File: src/rtl/timer_irq_pkg.sv
// Shared register map, bit positions and reset constants for the programmable timer.
package timer_irq_pkg;

  localparam logic [2:0] TMR_PRE_LO = 3'd0;
  localparam logic [2:0] TMR_PRE_HI = 3'd1;
  localparam logic [2:0] TMR_PER_LO = 3'd2;
  localparam logic [2:0] TMR_PER_HI = 3'd3;
  localparam logic [2:0] TMR_CTRL   = 3'd4;
  localparam logic [2:0] TMR_STAT   = 3'd5;
  localparam logic [2:0] TMR_VAL_LO = 3'd6;
  localparam logic [2:0] TMR_VAL_HI = 3'd7;

  localparam int CTRL_EN_BIT      = 0;
  localparam int CTRL_ONESHOT_BIT = 1;
  localparam int CTRL_RELOAD_BIT  = 2;
  localparam int STAT_EXP_BIT     = 0;
  localparam int STAT_RUN_BIT     = 1;

  localparam logic [15:0] TMR_RELOAD_RST = 16'hFFFF;

  // Clocks between expiries for firmware-chosen prescaler and period values.
  function automatic logic [31:0] tmr_period_clocks(input logic [15:0] pre, input logic [15:0] per);
    return ({16'h0000, pre} + 32'd1) * ({16'h0000, per} + 32'd1);
  endfunction

endpackage

File: src/rtl/timer_irq_prescaler.sv
// 16-bit prescaler down-counter: reloads on zero while enabled and flags a tick on that clock.
module tmr_prescaler (
  input  logic        CLOCK,
  input  logic        RESET,
  input  logic        load,
  input  logic        enable,
  input  logic [15:0] reload_value,
  output logic        tick
);

  logic [15:0] cnt_r;

  assign tick = enable && (cnt_r == 16'h0000);

  // Down-count with explicit load taking priority; holds while disabled.
  always_ff @(posedge CLOCK or posedge RESET) begin
    if (RESET) begin
      cnt_r <= 16'h0000;
    end else if (load) begin
      cnt_r <= reload_value;
    end else if (enable) begin
      if (cnt_r == 16'h0000) begin
        cnt_r <= reload_value;
      end else begin
        cnt_r <= cnt_r - 16'd1;
      end
    end else begin
      cnt_r <= cnt_r;
    end
  end

endmodule

File: src/rtl/timer_irq.sv
// Bus-mapped programmable timer: prescaler x period countdown, sticky expiry flag and toggle IRQ.
module timer_irq
  import timer_irq_pkg::*;
#(
  parameter logic [15:0] BASE = 16'hFFF0
) (
  input  logic        CLOCK,
  input  logic        RESET,
  input  logic [15:0] I_ADDR,
  input  logic [7:0]  I_DATA,
  input  logic        I_WREN,
  output logic [7:0]  O_DATA,
  output logic        O_SEL,
  output logic        IRQ_TIMER
);

  logic        sel_s, wr_s, ctrl_wr_s, stat_wr_s, load_s, tick_s, expiry_s, snap_en_s;
  logic [2:0]  off_s;
  logic [7:0]  rdata_s, hold_r, snap_r;
  logic [15:0] pre_r, per_r, cnt_r;
  logic        en_r, oneshot_r, exp_r, irq_r;

  assign sel_s     = (I_ADDR[15:3] == BASE[15:3]);
  assign off_s     = I_ADDR[2:0];
  assign wr_s      = I_WREN && sel_s;
  assign ctrl_wr_s = wr_s && (off_s == TMR_CTRL);
  assign stat_wr_s = wr_s && (off_s == TMR_STAT);
  assign snap_en_s = sel_s && !I_WREN && (off_s == TMR_VAL_LO);
  // A fresh enable or an explicit RELOAD strobe restarts both counters.
  assign load_s    = ctrl_wr_s && ((I_DATA[CTRL_EN_BIT] && !en_r) || I_DATA[CTRL_RELOAD_BIT]);
  assign expiry_s  = tick_s && (cnt_r == 16'h0000);

  tmr_prescaler u_prescaler (
    .CLOCK        (CLOCK),
    .RESET        (RESET),
    .load         (load_s),
    .enable       (en_r),
    .reload_value (pre_r),
    .tick         (tick_s)
  );

  // Read mux, zero-latency from the address.
  always_comb begin
    rdata_s = 8'h00;
    if (sel_s) begin
      case (off_s)
        TMR_PRE_LO: rdata_s = pre_r[7:0];
        TMR_PRE_HI: rdata_s = pre_r[15:8];
        TMR_PER_LO: rdata_s = per_r[7:0];
        TMR_PER_HI: rdata_s = per_r[15:8];
        TMR_CTRL:   rdata_s = {6'b000000, oneshot_r, en_r};
        TMR_STAT:   rdata_s = {6'b000000, en_r, exp_r};
        TMR_VAL_LO: rdata_s = cnt_r[7:0];
        TMR_VAL_HI: rdata_s = snap_r;
        default:    rdata_s = 8'h00;
      endcase
    end else begin
      rdata_s = 8'h00;
    end
  end

  assign O_DATA    = rdata_s;
  assign O_SEL     = sel_s;
  assign IRQ_TIMER = irq_r;

  // Reload registers, committed as a pair through the shared holding byte.
  always_ff @(posedge CLOCK or posedge RESET) begin
    if (RESET) begin
      hold_r <= 8'h00;
      pre_r  <= TMR_RELOAD_RST;
      per_r  <= TMR_RELOAD_RST;
    end else if (wr_s) begin
      case (off_s)
        TMR_PRE_LO, TMR_PER_LO: hold_r <= I_DATA;
        TMR_PRE_HI:             pre_r  <= {I_DATA, hold_r};
        TMR_PER_HI:             per_r  <= {I_DATA, hold_r};
        default:                hold_r <= hold_r;
      endcase
    end
  end

  // Control and status: written EN/ONESHOT beat a one-shot stop; expiry set beats clear.
  always_ff @(posedge CLOCK or posedge RESET) begin
    if (RESET) begin
      en_r      <= 1'b0;
      oneshot_r <= 1'b0;
      exp_r     <= 1'b0;
    end else begin
      if (ctrl_wr_s) begin
        en_r      <= I_DATA[CTRL_EN_BIT];
        oneshot_r <= I_DATA[CTRL_ONESHOT_BIT];
      end else if (expiry_s && oneshot_r) begin
        en_r <= 1'b0;
      end
      if (expiry_s) begin
        exp_r <= 1'b1;
      end else if (stat_wr_s && I_DATA[STAT_EXP_BIT]) begin
        exp_r <= 1'b0;
      end
    end
  end

  // Period counter advances only on prescaler ticks.
  always_ff @(posedge CLOCK or posedge RESET) begin
    if (RESET) begin
      cnt_r <= 16'h0000;
    end else if (load_s) begin
      cnt_r <= per_r;
    end else if (tick_s) begin
      cnt_r <= (cnt_r == 16'h0000) ? per_r : (cnt_r - 16'd1);
    end
  end

  // High-byte snapshot taken while VAL_LO is being read, so VAL_HI pairs with it.
  always_ff @(posedge CLOCK or posedge RESET) begin
    if (RESET) begin
      snap_r <= 8'h00;
    end else if (snap_en_s) begin
      snap_r <= cnt_r[15:8];
    end
  end

  // Interrupt line toggles once per expiry.
  always_ff @(posedge CLOCK or posedge RESET) begin
    if (RESET) begin
      irq_r <= 1'b0;
    end else if (expiry_s) begin
      irq_r <= ~irq_r;
    end
  end

endmodule

File: config.mk
export PLATFORM = sky130hd
export DESIGN_NAME = timer_irq
export DESIGN_NICKNAME = d
export VERILOG_FILES = /design/src/rtl/timer_irq_pkg.sv /design/src/rtl/timer_irq_prescaler.sv /design/src/rtl/timer_irq.sv
export SDC_FILE = /design/constraint.sdc
export NUM_CORES = 1
export LEC_CHECK = 0
export CAP_MARGIN = 15
export CORE_UTILIZATION = 45
export CTS_BUF_LIST = sky130_fd_sc_hd__clkbuf_16
export DETAILED_ROUTE_END_ITERATION = 8
export DONT_BUFFER_PORTS = 1
export PLACE_DENSITY = 0.7
export SLEW_MARGIN = 5
export SYNTH_ARGS = -nofsm -noshare
export SYNTH_HDL_FRONTEND = slang
export SYNTH_SLANG_ARGS = --single-unit
File: constraint.sdc
create_clock -name CLOCK -period 5.5 [get_ports CLOCK]
set_clock_uncertainty 0.2 [all_clocks]
set_input_delay 1.65 -clock CLOCK [delete_from_list [all_inputs] [get_ports CLOCK]]
set_output_delay 1.65 -clock CLOCK [all_outputs]
set_load 0.05 [all_outputs]
Word-level counts from Yosys, hierarchy flattened. Index checks and enable logic that the tools add are counted.

Output and inout port bits: 10. Register bits after elaboration: 84. Bits in read-only memories: 0. Memories: 0. Latch bits: 0. Logic and storage cells: 58. RAM bits: 0.

Bitwise logic cells: 1. Reduce and logical (&&, ||, !) cells: 25. Multiplexer cells: 12. Equality and inequality tests: 8. Magnitude comparators: 0. Divide/modulo/power cells: 0. $add $sub $neg: 2. Multipliers: 0. Shift operators: 0.

Operator list (count): two-way mux 16 bit (6); case mux 8 bit (8 select lines) (1); zero test 16 bit (2); subtractor 16 x 1 -> 16 bit, second input constant (2); == test 13 bit, second input constant (1); == test 3 bit, second input constant (4); logical AND 1 bit (11); two-way mux 8 bit (1); nonzero test 2 bit (4); == test 3 x 2 -> 1 bit, second input constant (2); AND reduction 2 bit (3); two-way mux 1 bit (4); == test 3 x 1 -> 1 bit, second input constant (1); zero test 3 bit (1); zero test 1 bit (2); OR reduction 2 bit (1); logical OR 1 bit (1); NOT 1 bit (1).

Logic depth before layout (Yosys ltp).
Depth after elaboration: 6. Depth in mapped cells: 9. Mapped depth without buffers: 7.

Modules after synthesis. Synthesis repeated with hierarchy kept, for this count alone.

Cells, all modules: 462. Area total of the unflattened synthesis: 4768.3 um2.

By module, submodules not included: timer_irq (area an instance 3634.7 um2, times used 1, cells an instance 333); tmr_prescaler (area an instance 1133.6 um2, times used 1, cells an instance 129).

Worst setup path after synthesis. Ideal clock, no wire load.

Path type: input to output. From: in I_ADDR[1]. To: out O_DATA[7]. Setup slack: -259 ps. Arrival: 3909 ps. Data required time: 3650 ps. Cell stages on the path: 6. Path through: buf_1 > buf_1 > mux2i_1 > nor2_1 > a21oi_1 > a211oi_1.

Cells in the longest elaborated chain, start to end: 3. Elaborated cells on any way between the ends: 10.

Ends and longest elaborated chain: from (decl) (line timer_irq.sv:9) `input logic [15:0] I_ADDR,`; == test 3 bit, or another cell as far along (line timer_irq.sv:46) `case (off_s)`; case mux 8 bit (8 select lines) * (line timer_irq.sv:46); two-way mux 8 bit * (line timer_irq.sv:45) `if (sel_s) begin`; to (decl) (line timer_irq.sv:12) `output logic [7:0] O_DATA,`.

Mark *: on every way between the ends. The rest lies on a longest branch, timed or not.

Final worst setup path.
From: in I_ADDR[1]. To: out O_DATA[4].

The elaborated chain is that of the path after synthesis.

==> summary.md <==
| Metric | Value |
|---|---|
| Input/output buffers | `0` |
| Post-CTS Setup Bufs | `0` |
| Fin crit period | `4929 ps` |
| CTS Sinks | `84` |
| Starting Density | `46.25%` |
| Total track usage | `23.55%` |
| CTS clock-pin slew for the worst setup and hold paths | `60 ps` |
| Max Root-Sink Buffers | `2` |
| CP max FO | `21` |
| Comb power frac | `2.4%` |
| Dpl cells | `587` |
| GPL Wtd Cong | `0.8875` |
| Clock power frac | `46.6%` |
| DR vias | `around 3800` |
| Mapped Avg Cell Area | `10.16 um^2` |
| Vias in the first global route | `3689` |
| Synth Register Bits | `84` |
| CTS resizes | `0` |
| Area added between synthesis and finish | `9.486%` |
| PD cells | `232.6 mW/mm^2` |
| First-pass GRT wire length | `around 20000 um` |
| Layout fillers | `897` |
| Synth unique cells | `67` |
| Hold Buf Count CTS | `0` |
| Initial antenna violation count | `0` |
| Setup crit start kind | `primary input` |
| Total power | `1.216 mW` |
| Seq pwr share | `51.0%` |
| Sw Share | `22.99%` |
| VDD IR max | `between 0.0001 and 0.00015 V` |
| Leading area contributor after synthesis | `dfrtp_1` |
| Placed inst area | `between 0.004 and 0.005 mm^2` |
| Setup TNS | `0 ps` |
| Max Cap Violations | `0` |
| Leakage | `2.033 nW` |
| Worst-Margin Slew | `1213 ps` |
| CP Data Arrival Time | `3080 ps` |
| Sequential share of the synthesized area | `44.86%` |
| Drt total wl | `12290 um` |
| Endpoints failing setup | `0` |
| Die area | `0.01103 mm^2` |
| Critical setup path kind | `primary input to primary output` |
| Main area contributors after synthesis | `dfrtp_1 (27%), dfstp_2 (18%), mux2_2 (12%), mux2i_1 (3.1%), o21ai_0 (3.0%)` |
| Cts bufs inserted | `9` |
| Grt ovf | `0` |
| DRT iter0 DRCs | `332` |
| Final Core Density | `roughly half` |
| Mapped cell area | `0.004775 mm^2` |
| EDFF count, synth | `0` |
| Period utilization | `89.62%` |
| DP Wirelength | `8674 um` |
| Fraction of registers with async set/reset | `between 90% and 100%` |
| Nets | `494` |
| Worst R2R Setup Slack | `just under 2000 ps` |
| Horiz. Die Dim | `~110 um` |
| CTS root buf | `clkbuf_16` |
| Row cnt | `37` |
| Drt first pass iters | `5` |
| I/O pins | `37` |
| YS warnings | `0` |
| RSZ-0062 raised after global routing | `no` |
| Crit. End Element | `primary output` |
| CTS H-tree depth | `3` |
| DRC violations left | `0` |
| Data required time of the worst path | `3650 ps` |
| Post-DR vias/cell | `between 6 and 7` |
| Post-DR wirelength/cell | `20.35 um` |
| Cell area after layout | `0.005228 mm^2` |
| Slew margin rel. | `18.25%` |
| Layout cell share with drive strength beyond 1 | `29.27%` |
| Routed Antenna Nets | `0` |
| Top-area cell type share of the netlist area | `27.25%` |
| P_int | `0.9362 mW` |
| Status | `completed` |
| Fin. max-slew vios | `0` |
| Largest net degree at the start of global routing | `62` |
| TritonCTS clock tree | `done` |
| Most frequent cell after synthesis | `dfrtp_1` |
| Clk_lat worst skew | `between 300 and 400 ps` |
| Core Area | `0.01032 mm^2` |
| Non-filler cells in the finished layout | `604` |
| Worst Hold Class | `flip-flop to flip-flop` |
| Mapped Cells | `470` |
| Mapped Nets | `501` |
| Switch Pwr | `0.2796 mW` |
| Synth cell count leaders | `dfrtp_1 (52), mux2_2 (50), dfstp_2 (32)` |
| Ant diodes | `0` |
| Chip height | `105.0 um` |
| Most used DFF post-synth | `dfrtp_1` |
| Peak Freq | `202.9 MHz` |
| Final number of hold-violating endpoints | `0` |
[worst max-delay path, cell delays in order]
cell	delay [ps]
and2_0	670
a21oi_1	210
a211oi_2	300
buf_4	240
[sequential cells by signal (all words and copies together), names as in the netlist]
signal	count
u_prescaler.cnt_r	16
pre_r	16
en_r	1
hold_r	8
per_r	16
exp_r	1
snap_r	8
oneshot_r	1
cnt_r	16
IRQ_TIMER	1
[path summary, 6_finish.rpt]
path                                         to  cells after the start       from
min                                    cnt_r[8]                      2   per_r[8]
min in group asynchronous  u_prescaler.cnt_r[9]                      1      RESET
max in group asynchronous              per_r[8]                      3      RESET
min reg2reg                            cnt_r[8]                      2   per_r[8]
max                                   O_DATA[4]                      4  I_ADDR[1]
max reg2reg                            cnt_r[0]                      5       en_r
[cell type report]
type                            count  area, um^2  area share, %
Multi-Input combinational cell    344        2481          47.46
Sequential cell                    84        2142          40.98
Clock buffer                        9       225.2          4.308
Inverter                           10       38.79         0.7420
Timing Repair Buffer               14       117.6          2.250
Clock inverter                      7       52.55          1.005
Tap cell                          136       170.2          3.255
[kinds of logic after synthesis]
family,after synthesis,share of synthesized area [%]
multiplexers,66,15.25
AO/OA/AOI/OAI,116,16.25
AND/OR/NAND/NOR,156,18.21
buffers and inverters,42,4.009
adder cells (fa/ha/maj),4,1.048
flip-flops,84,44.86
XOR/XNOR,2,0.3669
[cells in the final DEF, fill, tap and decap left out, types with 3 or more instances in the layout]
master / Yosys / final
a211oi_1: 13 / 7
nor2_1: 30 / 30
a21oi_1: 22 / 22
nand4_1: 9 / 9
mux2_2: 50 / 50
mux2i_1: 15 / 15
nor2b_1: 5 / 5
dfrtp_1: 52 / 52
ha_1: 4 / 4
a2bb2oi_1: 7 / 7
a32oi_1: 5 / 5
or4_1: 6 / 6
nand2_1: 31 / 31
a31oi_1: 3 / 3
nand2b_1: 4 / 4
inv_1: 10 / 10
clkbuf_16: 0 / 9
nand3_1: 15 / 15
o22ai_1: 4 / 4
a211oi_2: 0 / 6
and3_1: 3 / 3
nor2_2: 3 / 3
nor3_1: 16 / 14
dfstp_2: 32 / 32
clkinvlp_4: 0 / 3
o31ai_1: 5 / 5
nand3b_1: 3 / 3
o21ai_0: 29 / 29
nor4_1: 9 / 9
buf_4: 0 / 13
[power groups by stage]
stage	combinational (mW)	sequential, mW	clock, mW
6_report	0.0293	0.620	0.567
2_1_floorplan	0.0291	0.630	0
3_3_place_gp	0.0275	0.630	0
4_1_cts	0.0284	0.620	0.576
3_5_place_dp	0.0283	0.630	0
5_1_grt	0.0333	0.619	0.602
[per-layer routing]
metal	global-route usage [%]	part of all wire [%]	vias to the layer above
met1	32.58	44	1907
met5	0	0	-
li1	-	-	1749
met2	36.42	46	164
met3	4.741	7.3	26
met4	8.853	2.3	0
[per-stage QoR]
| step | setup WS [ps] | hold WS [ps] |
|---|---|---|
| finish | 570.7 | 299.6 |
| global placement | 709.7 | 289.1 |
| floorplan | -259.0 | 269.3 |
| CTS | 623.1 | 308.0 |
| detailed placement | 649.7 | 295.8 |
| global route | 507.7 | 327.0 |
(Power assumes the default switching activity.)
